==> src/rtl/mimodulo_seq.sv <==
// Self-checking stimulus sequencer for the two-input, two-output mimodulo block.
// Walks every input vector, holds each for HOLD cycles and logs mismatches against EXP1/EXP2.
module mimodulo_seq #(
  parameter int N_IN = 2,
  parameter int HOLD = 20,
  parameter logic [2**N_IN-1:0] EXP1 = 4'b1000,
  parameter logic [2**N_IN-1:0] EXP2 = 4'b1110
) (
  input  logic                 clk,
  input  logic                 reset,
  input  logic                 start,
  output logic [N_IN-1:0]      vec_out,
  input  logic                 dut_o1,
  input  logic                 dut_o2,
  output logic                 busy,
  output logic                 done,
  output logic [N_IN:0]        err_count,
  output logic [2**N_IN-1:0]   fail_vec
);

  typedef enum logic [1:0] {
    IDLE  = 2'd0,
    APPLY = 2'd1,
    DONE  = 2'd2
  } state_t;

  localparam logic [7:0]      HOLD_LAST = 8'(HOLD - 1);
  localparam logic [N_IN-1:0] VEC_LAST  = '1;
  localparam logic [N_IN-1:0] VEC_ONE   = 1;
  localparam logic [N_IN:0]   ERR_ONE   = 1;

  state_t               state, state_n;
  logic [7:0]           cnt, cnt_n;
  logic [N_IN-1:0]      vec_n;
  logic                 busy_n, done_n;
  logic [N_IN:0]        err_n;
  logic [2**N_IN-1:0]   fail_n;
  logic                 mismatch;

  // DUT outputs are read combinationally; only the sample edge acts on this.
  assign mismatch = (dut_o1 != EXP1[vec_out]) || (dut_o2 != EXP2[vec_out]);

  always_ff @(posedge clk) begin
    if (reset) begin
      state     <= IDLE;
      cnt       <= '0;
      vec_out   <= '0;
      busy      <= 1'b0;
      done      <= 1'b0;
      err_count <= '0;
      fail_vec  <= '0;
    end else begin
      state     <= state_n;
      cnt       <= cnt_n;
      vec_out   <= vec_n;
      busy      <= busy_n;
      done      <= done_n;
      err_count <= err_n;
      fail_vec  <= fail_n;
    end
  end

  always_comb begin
    state_n = state;
    cnt_n   = cnt;
    vec_n   = vec_out;
    busy_n  = busy;
    done_n  = done;
    err_n   = err_count;
    fail_n  = fail_vec;

    case (state)
      IDLE, DONE: begin
        if (start) begin
          state_n = APPLY;
          cnt_n   = '0;
          vec_n   = '0;
          busy_n  = 1'b1;
          done_n  = 1'b0;
          err_n   = '0;
          fail_n  = '0;
        end
      end

      APPLY: begin
        if (cnt == HOLD_LAST) begin
          if (mismatch) begin
            fail_n[vec_out] = 1'b1;
            err_n           = err_count + ERR_ONE;
          end
          cnt_n = '0;
          // The last vector finishes the run and parks vec_out back at zero.
          if (vec_out == VEC_LAST) begin
            state_n = DONE;
            vec_n   = '0;
            busy_n  = 1'b0;
            done_n  = 1'b1;
          end else begin
            vec_n = vec_out + VEC_ONE;
          end
        end else begin
          cnt_n = cnt + 8'd1;
        end
      end

      default: begin
        state_n = IDLE;
      end
    endcase
  end

endmodule

==> config.mk <==
export PLATFORM = sky130hd
export DESIGN_NAME = mimodulo_seq
export DESIGN_NICKNAME = d
export VERILOG_FILES = /design/src/rtl/mimodulo_seq.sv
export SDC_FILE = /design/constraint.sdc
export NUM_CORES = 1
export LEC_CHECK = 0
export CAP_MARGIN = 5
export CELL_PAD_IN_SITES_DETAIL_PLACEMENT = 0
export CELL_PAD_IN_SITES_GLOBAL_PLACEMENT = 1
export CORE_MARGIN = 1
export CORE_UTILIZATION = 41
export DETAILED_ROUTE_END_ITERATION = 8
export DONT_BUFFER_PORTS = 1
export PLACE_DENSITY = 0.82
export SYNTH_ARGS = -nofsm -noshare
export SYNTH_HDL_FRONTEND = slang
export SYNTH_SLANG_ARGS = --single-unit
==> constraint.sdc <==
create_clock -name clk -period 1.7 [get_ports clk]
set_input_delay 0 -clock clk [delete_from_list [all_inputs] [get_ports clk]]
set_output_delay 0 -clock clk [all_outputs]
set_load 0.02 [all_outputs]
==> out/results.ini, run 1 <==
[critical_path]
critical-path-top-delay-family = compound AO/OA/AOI/OAI gates
r2r.worst_path.cells = 6
critPathMaxFanout = 10
cp_slowest_stage_delay_ps = 360
r2r_slack_ps = 80
cp_cell_sequence = ha_1, and4bb_4, a31o_1, buf_4, a311o_1, o31ai_1
timing.rr.end = err_count[2]
worst-path-buf-inv = 1
rr_startpoint = cnt[0]
path_class = flip-flop to flip-flop
crit_cells = 6
cp-end-kind = flip-flop
crit_slowest_cell = dfxtp_2
startpoint_type = flip-flop
crit_arrival_ps = 1840
cp.required_ps = 1930

[global_route]
grt_pass1_wl_microns = 3670
met1_usage_pct = 24.2
use_met3_pct = 6.38
grt_overflow_total = 0
busiest_layer = met2
grt_usage_pct = 18.1
grt_pass1_vias = 856
grt_max_degree = 25
antenna_found_initial = 0
use_met2_pct = 27.6

[sta]
period_share_pct = 95.1
slew_viol_final = 0
max_freq_mhz = 619
hold_viol = 0
whs_ps = 123
rsz0062_at_grt = false
tns_ps = 0
fin_skew_ps = 6.72
post-route-min-period_ps = 1620
setup_violations = 0
worst_slew_pin_slew_ps = 824
relSlewSlack_pct = 44.9

[outcome]
status = complete, no violations

[placed_design]
gp_congestion = 0.742
numPortBuffers = 0
hpwl_microns = 1630

[cts]
cts_tree = yes
cts_root_buf = clkbuf_4
cts_inserted_buffers = 3
cts_max_path_buffers = 2
clk_pin_slew_ps = 120
clkSinkCount = 21
clk-insertion-delay-late_ps = 310
cts_setup_buffers = 0
cts_max_level = 1

[die]
dieArea_sq_um = 2760
pin_count = 16
start_util_pct = 45.2
die_y_microns = 52.6
fp.coreArea_sq_um = 2320
num_rows = 17
fp.dieW_microns = 52.6

[logic_synthesis]
ys_types = 33
synth-seq-cells = 21
yosysSeqAreaShare_pct = 40.1
synth_top_area_share_pct = 40.1
yosys.area.top_type = dfxtp_1
syn_inst = 115
synth_flop_cell = dfxtp_1
synth-edff-count = 0
synthArstFlopShare_pct = 0
yosys_warnings = 0
yosysMostFrequentCell = dfxtp_1
synthTopCellsByCount = dfxtp_1 (21), nor3_1 (9), nand2_1 (8), nor2_1 (8), ha_1 (7)
avgSynthCellArea_sq_um = 9.12
ys_top_cells_by_area = dfxtp_1 (40%), ha_1 (8.4%), nor3_1 (4.3%)
netlist_area_sq_um = 1050
syn_nets = 127

[run]
max_cap_violations = 0

[drt]
antenna_left = 0
drc = 0
drt_iter0_drc = 19
finalWirelength_microns = 2220
avgViaCountPerCell = 5.85
firstDrtPassIters = 4
vias = 884
post_drt_wl_per_cell_microns = 14.7

[final_layout]
final_core_util_pct = 50.1
drive_gt1_share_pct = 13.0
nets = 136
nFillCells = 221
area_growth_pct = 10.7
antenna_cells = 0

[min_path]
hold_end = err_count[1]
min_path_type = input port to flip-flop
hold_depth = 4
min_from = dut_o1

[pwr]
p_leak_nw = 0.444
p_per_area_nw_per_um2 = 779
fin_total_pwr_mw = 0.904
ir_drop_v = 0.000604

-- layout by cell type, fill, tap and decap left out, types with 4 or more instances in the layout --
| master | count |
|---|---|
| dfxtp_1 | 19 |
| nor3_1 | 9 |
| nand2_1 | 8 |
| nor2_1 | 8 |
| ha_1 | 7 |
| buf_4 | 7 |
| nand3_1 | 6 |
| a31oi_1 | 5 |
| a21oi_1 | 5 |
| xor2_1 | 4 |
| nand2b_1 | 4 |
| o21ai_0 | 4 |
-- metrics by stage --
stage               area, sq um  cells  setup WS [ps]
finish                     1160    151           83.7
global route               1160    151           9.72
CTS                        1160    151           54.1
detailed placement         1110    145           83.0
global placement           1110    145            145
floorplan                  1050    115           26.8
-- metal layers --
| metal | vias to the layer above | routed length [microns] |
|---|---|---|
| li1 | 437 | - |
| met1 | 413 | 1050 |
| met2 | 32 | 1010 |
| met3 | 2 | 143 |
| met4 | 0 | 12 |
| met5 | - | 0 |
-- registers in the layout, indices dropped and copies added, names as in the netlist --
signal,count
vec_out,2
err_count,3
state,2
done,1
busy,1
fail_vec,4
cnt,8
-- repair_timing --
item                                    CTS  global route
resized for setup                         0             2
hold endpoints to repair                 21             0
endpoints found under the setup margin    0             3
hold buffers                              2             0
-- worst min-delay path, stage by stage --
cell and delay, ps:
xnor2_1 40, nand3_1 90, nand2_1 110, mux2i_1 140
-- layout make-up --
| cell class | count | area, sq um | area share (%) |
|---|---|---|---|
| Tap cell | 28 | 35.0 | 3.02 |
| Timing Repair Buffer | 9 | 72.6 | 6.25 |
| Clock buffer | 3 | 22.5 | 1.94 |
| Multi-Input combinational cell | 86 | 589 | 50.8 |
| Clock inverter | 1 | 5.00 | 0.431 |
| Sequential cell | 21 | 425 | 36.6 |
| Inverter | 3 | 11.3 | 0.970 |
-- how the worst max path moves through the flow --
stage | endpoint | from | slack [ps]
final | err_count[2] | cnt[0] | 80
after global routing | fail_vec[0] | vec_out[0] | 10
after CTS | err_count[2] | cnt[0] | 50
after detailed placement | err_count[2] | cnt[0] | 80
after global placement | err_count[0] | vec_out[0] | 150
after floorplan | err_count[0] | vec_out[1] | 30
-- where the power goes --
part | switching, mW | internal, mW | leakage [nW]
clock | 0.155 | 0.0879 | 0.0177
combinational | 0.0789 | 0.0501 | 0.255
sequential | 0.0242 | 0.508 | 0.172
-- kinds of logic (layout without fill, tap and decap cells) --
logic type               Yosys count  after routing  share of synthesized area (%)
AND/OR/NAND/NOR                   45             45                           23.3
AO/OA/AOI/OAI                     26             26                           17.4
flip-flops                        21             21                           40.1
buffers and inverters              8             16                           3.70
adder cells (fa/ha/maj)            7              7                           8.35
XOR/XNOR                           5              5                           4.18
multiplexers                       3              3                           2.98
(Power assumes the default switching activity.)
==> run 2, diff against run 1 <==
==> config.mk (replaced) <==
export PLATFORM = sky130hd
export DESIGN_NAME = mimodulo_seq
export DESIGN_NICKNAME = d
export VERILOG_FILES = /design/src/rtl/mimodulo_seq.sv
export SDC_FILE = /design/constraint.sdc
export NUM_CORES = 1
export LEC_CHECK = 0
export CAP_MARGIN = 10
export CELL_PAD_IN_SITES_DETAIL_PLACEMENT = 0
export CELL_PAD_IN_SITES_GLOBAL_PLACEMENT = 1
export CORE_ASPECT_RATIO = 1.75
export CORE_MARGIN = 1
export CORE_UTILIZATION = 44
export CTS_BUF_LIST = sky130_fd_sc_hd__clkbuf_8
export DETAILED_ROUTE_END_ITERATION = 8
export DONT_BUFFER_PORTS = 1
export PLACE_DENSITY = 0.86
export SYNTH_ARGS = -nofsm -noshare
export SYNTH_HDL_FRONTEND = slang
export SYNTH_SLANG_ARGS = --single-unit
==> run 2 against run 1 <==
Effect of this change: clock power up 30%; non-clock buffer count grew 2; fmax is 0.33% higher; sequential share of layout area decreased by 1.1 points; first-iteration DRC count is 89% higher; critical path type unchanged; critical endpoint unchanged.
==> out/results.ini, run 2 (same netlist as run 1, synthesis figures left out) <==
[die]
fp.coreArea_sq_um = 2270
die_y_microns = 66.6
pin_count = 16
num_rows = 23
fp.dieW_microns = 38.9
start_util_pct = 46.1
dieArea_sq_um = 2590

[sta]
max_freq_mhz = 621
tns_ps = 0
worst_slew_pin_slew_ps = 822
fin_skew_ps = 3.63
period_share_pct = 94.8
rsz0062_at_grt = false
setup_violations = 0
hold_viol = 0
layout_setup_ws_ps = 88.9
relSlewSlack_pct = 45.0
slew_viol_final = 0
post-route-min-period_ps = 1610
whs_ps = 54.3

[cts]
clkSinkCount = 21
cts_tree = yes
clk-insertion-delay-late_ps = 250
cts_max_level = 1
cts_root_buf = clkbuf_8
cts_setup_buffers = 0
cts_max_path_buffers = 2
clk_pin_slew_ps = 80
cts_inserted_buffers = 3

[critical_path]
path_class = flip-flop to flip-flop
startpoint_type = flip-flop
critPathMaxFanout = 10
cp-startpoint = cnt[0]
cp.required_ps = 1870
crit_arrival_ps = 1780
rr_startpoint = cnt[0]
cp-end-kind = flip-flop

[placed_design]
numPortBuffers = 0
pre_cts_ws_ps = 119
hpwl_microns = 1610
place_inst = 144
gp_congestion = 0.758
place_area_sq_um = 1120

[final_layout]
largest_registers = cnt (8), fail_vec (4), err_count (3)
finalNonFillerCells = 150
final_core_util_pct = 52.2
final_common_cell = dfxtp_1
final_area_sq_um = 1190
drive_gt1_share_pct = 12.8
mostFrequentLayoutCells = dfxtp_1 (20), nor3_1 (9), buf_4 (9)
area_growth_pct = 13.1
nets = 138
largest-register = cnt
antenna_cells = 0
largest_reg_flops = 8

[pwr]
p_per_area_nw_per_um2 = 826
ir_drop_v = 0.000625
fin_total_pwr_mw = 0.979
p_leak_nw = 0.462

[global_route]
grt_overflow_total = 0
antenna_found_initial = 0
grt_usage_pct = 19.3
grt_max_degree = 24
grt_pass1_wl_microns = 3550
grt_pass1_vias = 852

[drt]
post_drt_wl_per_cell_microns = 14.4
avgViaCountPerCell = 5.83
firstDrtPassIters = 4
finalWirelength_microns = 2150
vias = 874
antenna_left = 0
drc = 0
drt_iter0_drc = 36

[run]
max_cap_violations = 0

[min_path]
min_from = reset
min_path_type = input port to flip-flop

[outcome]
status = complete, no violations

-- run 2: changes by cell type in the layout (fill, tap and decap cells not counted) --
cell / delta
buf_4: +2
dfxtp_4: -1
dfxtp_1: +1
inv_1: +1
clkbuf_8: +3
clkinv_2: -1
clkbuf_4: -3
-- run 2: area by class of cell --
class	instances	area (sq um)
inverters	3	11.3
clock buffers	3	41.3
clock inverters	1	3.75
flip-flops and latches	21	422
multi-input cells	86	589
repair buffers	11	87.6
well taps	25	31.3
fillers	219	1090
-- run 2: critical path, stage by stage, from the launching register on --
cell      delay [ps]
dfxtp_1          350
ha_1             220
and4bb_4         220
a31o_1           190
buf_4            170
a311o_1          320
o31ai_1           60
-- run 2: path summary, 6_finish.rpt --
| check | endpoint | slack (ps) | cells past startpoint |
|---|---|---|---|
| max reg2reg | err_count[2] | 90 | 6 |
| min | err_count[0] | 50 | 2 |
| min reg2reg | state[1] | 470 | 2 |
| max | err_count[2] | 90 | 6 |
-- run 2: report_power, final --
| group | internal, mW | total (mW) | switching, mW |
|---|---|---|---|
| registers | 0.508 | 0.532 | 0.0244 |
| clock network | 0.161 | 0.315 | 0.155 |
| logic | 0.0533 | 0.132 | 0.0787 |
| total | 0.722 | 0.979 | 0.258 |
-- run 2: metal layers --
| metal | GRT usage (%) | routed length [microns] |
|---|---|---|
| met1 | 22.4 | 877 |
| met2 | 33.5 | 1200 |
| met3 | 3.00 | 59 |
| met4 | 7.76 | 14 |
| met5 | 0 | 0 |
-- run 2: timing repair --
item / CTS / global route
hold endpoints to repair: 21 / 0
hold buffers: 2 / 0
resized for setup: 0 / 0
==> run 3, diff against run 2 <==
--- a/config.mk
+++ b/config.mk
@@ -10,11 +10,10 @@
 export CELL_PAD_IN_SITES_GLOBAL_PLACEMENT = 1
 export CORE_ASPECT_RATIO = 1.75
 export CORE_MARGIN = 1
-export CORE_UTILIZATION = 44
-export CTS_BUF_LIST = sky130_fd_sc_hd__clkbuf_8
+export CORE_UTILIZATION = 41
 export DETAILED_ROUTE_END_ITERATION = 8
 export DONT_BUFFER_PORTS = 1
-export PLACE_DENSITY = 0.86
+export PLACE_DENSITY = 0.82
 export SYNTH_ARGS = -nofsm -noshare
 export SYNTH_HDL_FRONTEND = slang
 export SYNTH_SLANG_ARGS = --single-unit
==> run 3 against run 2 <==
Effect of this change: wire length up 0.98%; register-to-register slack about the same; cell count unchanged; combinational power about the same; flip-flop and latch count unchanged; sequential power about the same; hold slack worse by 15 ps; critical path type unchanged; largest cell class unchanged; largest power group unchanged; highest routed layer unchanged.
==> out/results.ini, run 3 (same netlist as run 1, synthesis figures left out) <==
[placed_design]
place_inst = 144
gp_congestion = 0.805
hpwl_microns = 1640
place_area_sq_um = 1120
numPortBuffers = 0

[die]
die_y_microns = 68.9
fp.coreArea_sq_um = 2360
num_rows = 23
pin_count = 16
dieArea_sq_um = 2770
fp.dieW_microns = 40.2
start_util_pct = 44.4

[global_route]
grt_max_degree = 24
grt_usage_pct = 18.5
antenna_found_initial = 0
grt_overflow_total = 0
grt_pass1_wl_microns = 3540
grt_pass1_vias = 796

[critical_path]
critPathMaxFanout = 7
path_class = flip-flop to flip-flop
cp_cell_sequence = ha_1, and4bb_4, a31o_1, buf_4, a311o_1, o31ai_1
startpoint_type = flip-flop
r2r.worst_path.cells = 6
crit_cells = 6
crit_arrival_ps = 1790
critical-path-top-delay-family = compound AO/OA/AOI/OAI gates
cp_slowest_stage_delay_ps = 350
crit_slowest_cell = dfxtp_1
cp-end-kind = flip-flop
cp-startpoint = cnt[0]
rr_startpoint = cnt[0]
cp.required_ps = 1880
worst-path-buf-inv = 1

[cts]
clkSinkCount = 21
cts_max_level = 1
cts_inserted_buffers = 3
cts_root_buf = clkbuf_8
cts_setup_buffers = 0
cts_max_path_buffers = 2
cts_tree = yes
cts_resized = 0
clk_pin_slew_ps = 70
clk-insertion-delay-late_ps = 260

[drt]
avgViaCountPerCell = 5.81
drt_iter0_drc = 19
antenna_left = 0
finalWirelength_microns = 2170
post_drt_wl_per_cell_microns = 14.5
drc = 0
vias = 872
firstDrtPassIters = 4

[final_layout]
antenna_cells = 0
drive_gt1_share_pct = 12.8
final_area_sq_um = 1190
nets = 138
finalNonFillerCells = 150
largest_registers = cnt (8), fail_vec (4), err_count (3)
area_growth_pct = 13.1
largest_reg_flops = 8
largest-register = cnt
mostFrequentLayoutCells = dfxtp_1 (20), nor3_1 (9), buf_4 (9)
final_common_cell = dfxtp_1

[min_path]
hold_depth = 2
min_path_type = input port to flip-flop
min_from = reset

[pwr]
fin_total_pwr_mw = 0.990
p_comb_share_pct = 13.2
p_int_mw = 0.727
p_leak_nw = 0.459
sw_frac_of_total_pct = 26.5
pwr-share-seq_pct = 53.7
ir_drop_v = 0.000534
pwr-share-clk_pct = 33.1
p_per_area_nw_per_um2 = 835
p_switching_mw = 0.263

[sta]
post-route-min-period_ps = 1610
relSlewSlack_pct = 45.9
setup_violations = 0
tns_ps = 0
rsz0062_at_grt = false
period_share_pct = 94.8
worst_slew_pin_slew_ps = 808
max_freq_mhz = 620
hold_viol = 0
fin_skew_ps = 1.84
whs_ps = 39.4
slew_viol_final = 0

[outcome]
status = complete, no violations

[run]
max_cap_violations = 0

==> run 3: changes by cell type in the layout (fill, tap and decap cells not counted), sizes merged <==
cell | before | now
clkbuf | 3 | 4
inv | 4 | 3
==> run 3: repair_timing <==
action,4_1_cts,5_1_grt
hold buffers,2,0
endpoints found under the setup margin,0,0
hold endpoints to repair,21,0
==> run 3: worst reg2reg max path, delay by kind of cell, from the launching register on <==
kind                     cells  cell delay (ps)
AO/OA/AOI/OAI                3              580
flip-flops                   1              350
adder cells (fa/ha/maj)      1              220
AND/OR/NAND/NOR              1              220
buffers and inverters        1              170
==> run 3: layout make-up <==
class	instances	area [sq um]
fill	234	1170
multi-input combinational	86	589
sequential	21	422
timing repair buffer	11	87.6
clock buffer	4	45.0
tap	25	31.3
inverter	3	11.3
==> run 3: metal layers <==
metal / GRT usage [%] / up-vias / part of all wire, %
met5: 0 / - / 0
met4: 9.17 / 0 / 3.0
met3: 3.21 / 6 / 3.3
met2: 28.8 / 16 / 53
met1: 23.7 / 413 / 40
li1: - / 437 / -
==> run 3: worst paths after layout <==
path	slack (ps)	to
min reg2reg	480	state[1]
max reg2reg	90	err_count[2]
min	40	err_count[0]
max	90	err_count[2]
==> run 3: stage by stage <==
stage          util, %  setup slack (ps)
6_report          50.3              87.7
3_3_place_gp      47.5               132
5_1_grt           50.3              8.02
3_5_place_dp      47.5               111
4_1_cts           50.3              87.6
2_1_floorplan        -              26.8
==> run 3: power groups by stage <==
stage	sequential, mW	combinational (mW)	clock [mW]
CTS	0.532	0.131	0.332
global placement	0.543	0.118	0
detailed placement	0.544	0.119	0
finish	0.532	0.131	0.328
global route	0.535	0.145	0.354
floorplan	0.542	0.0894	0
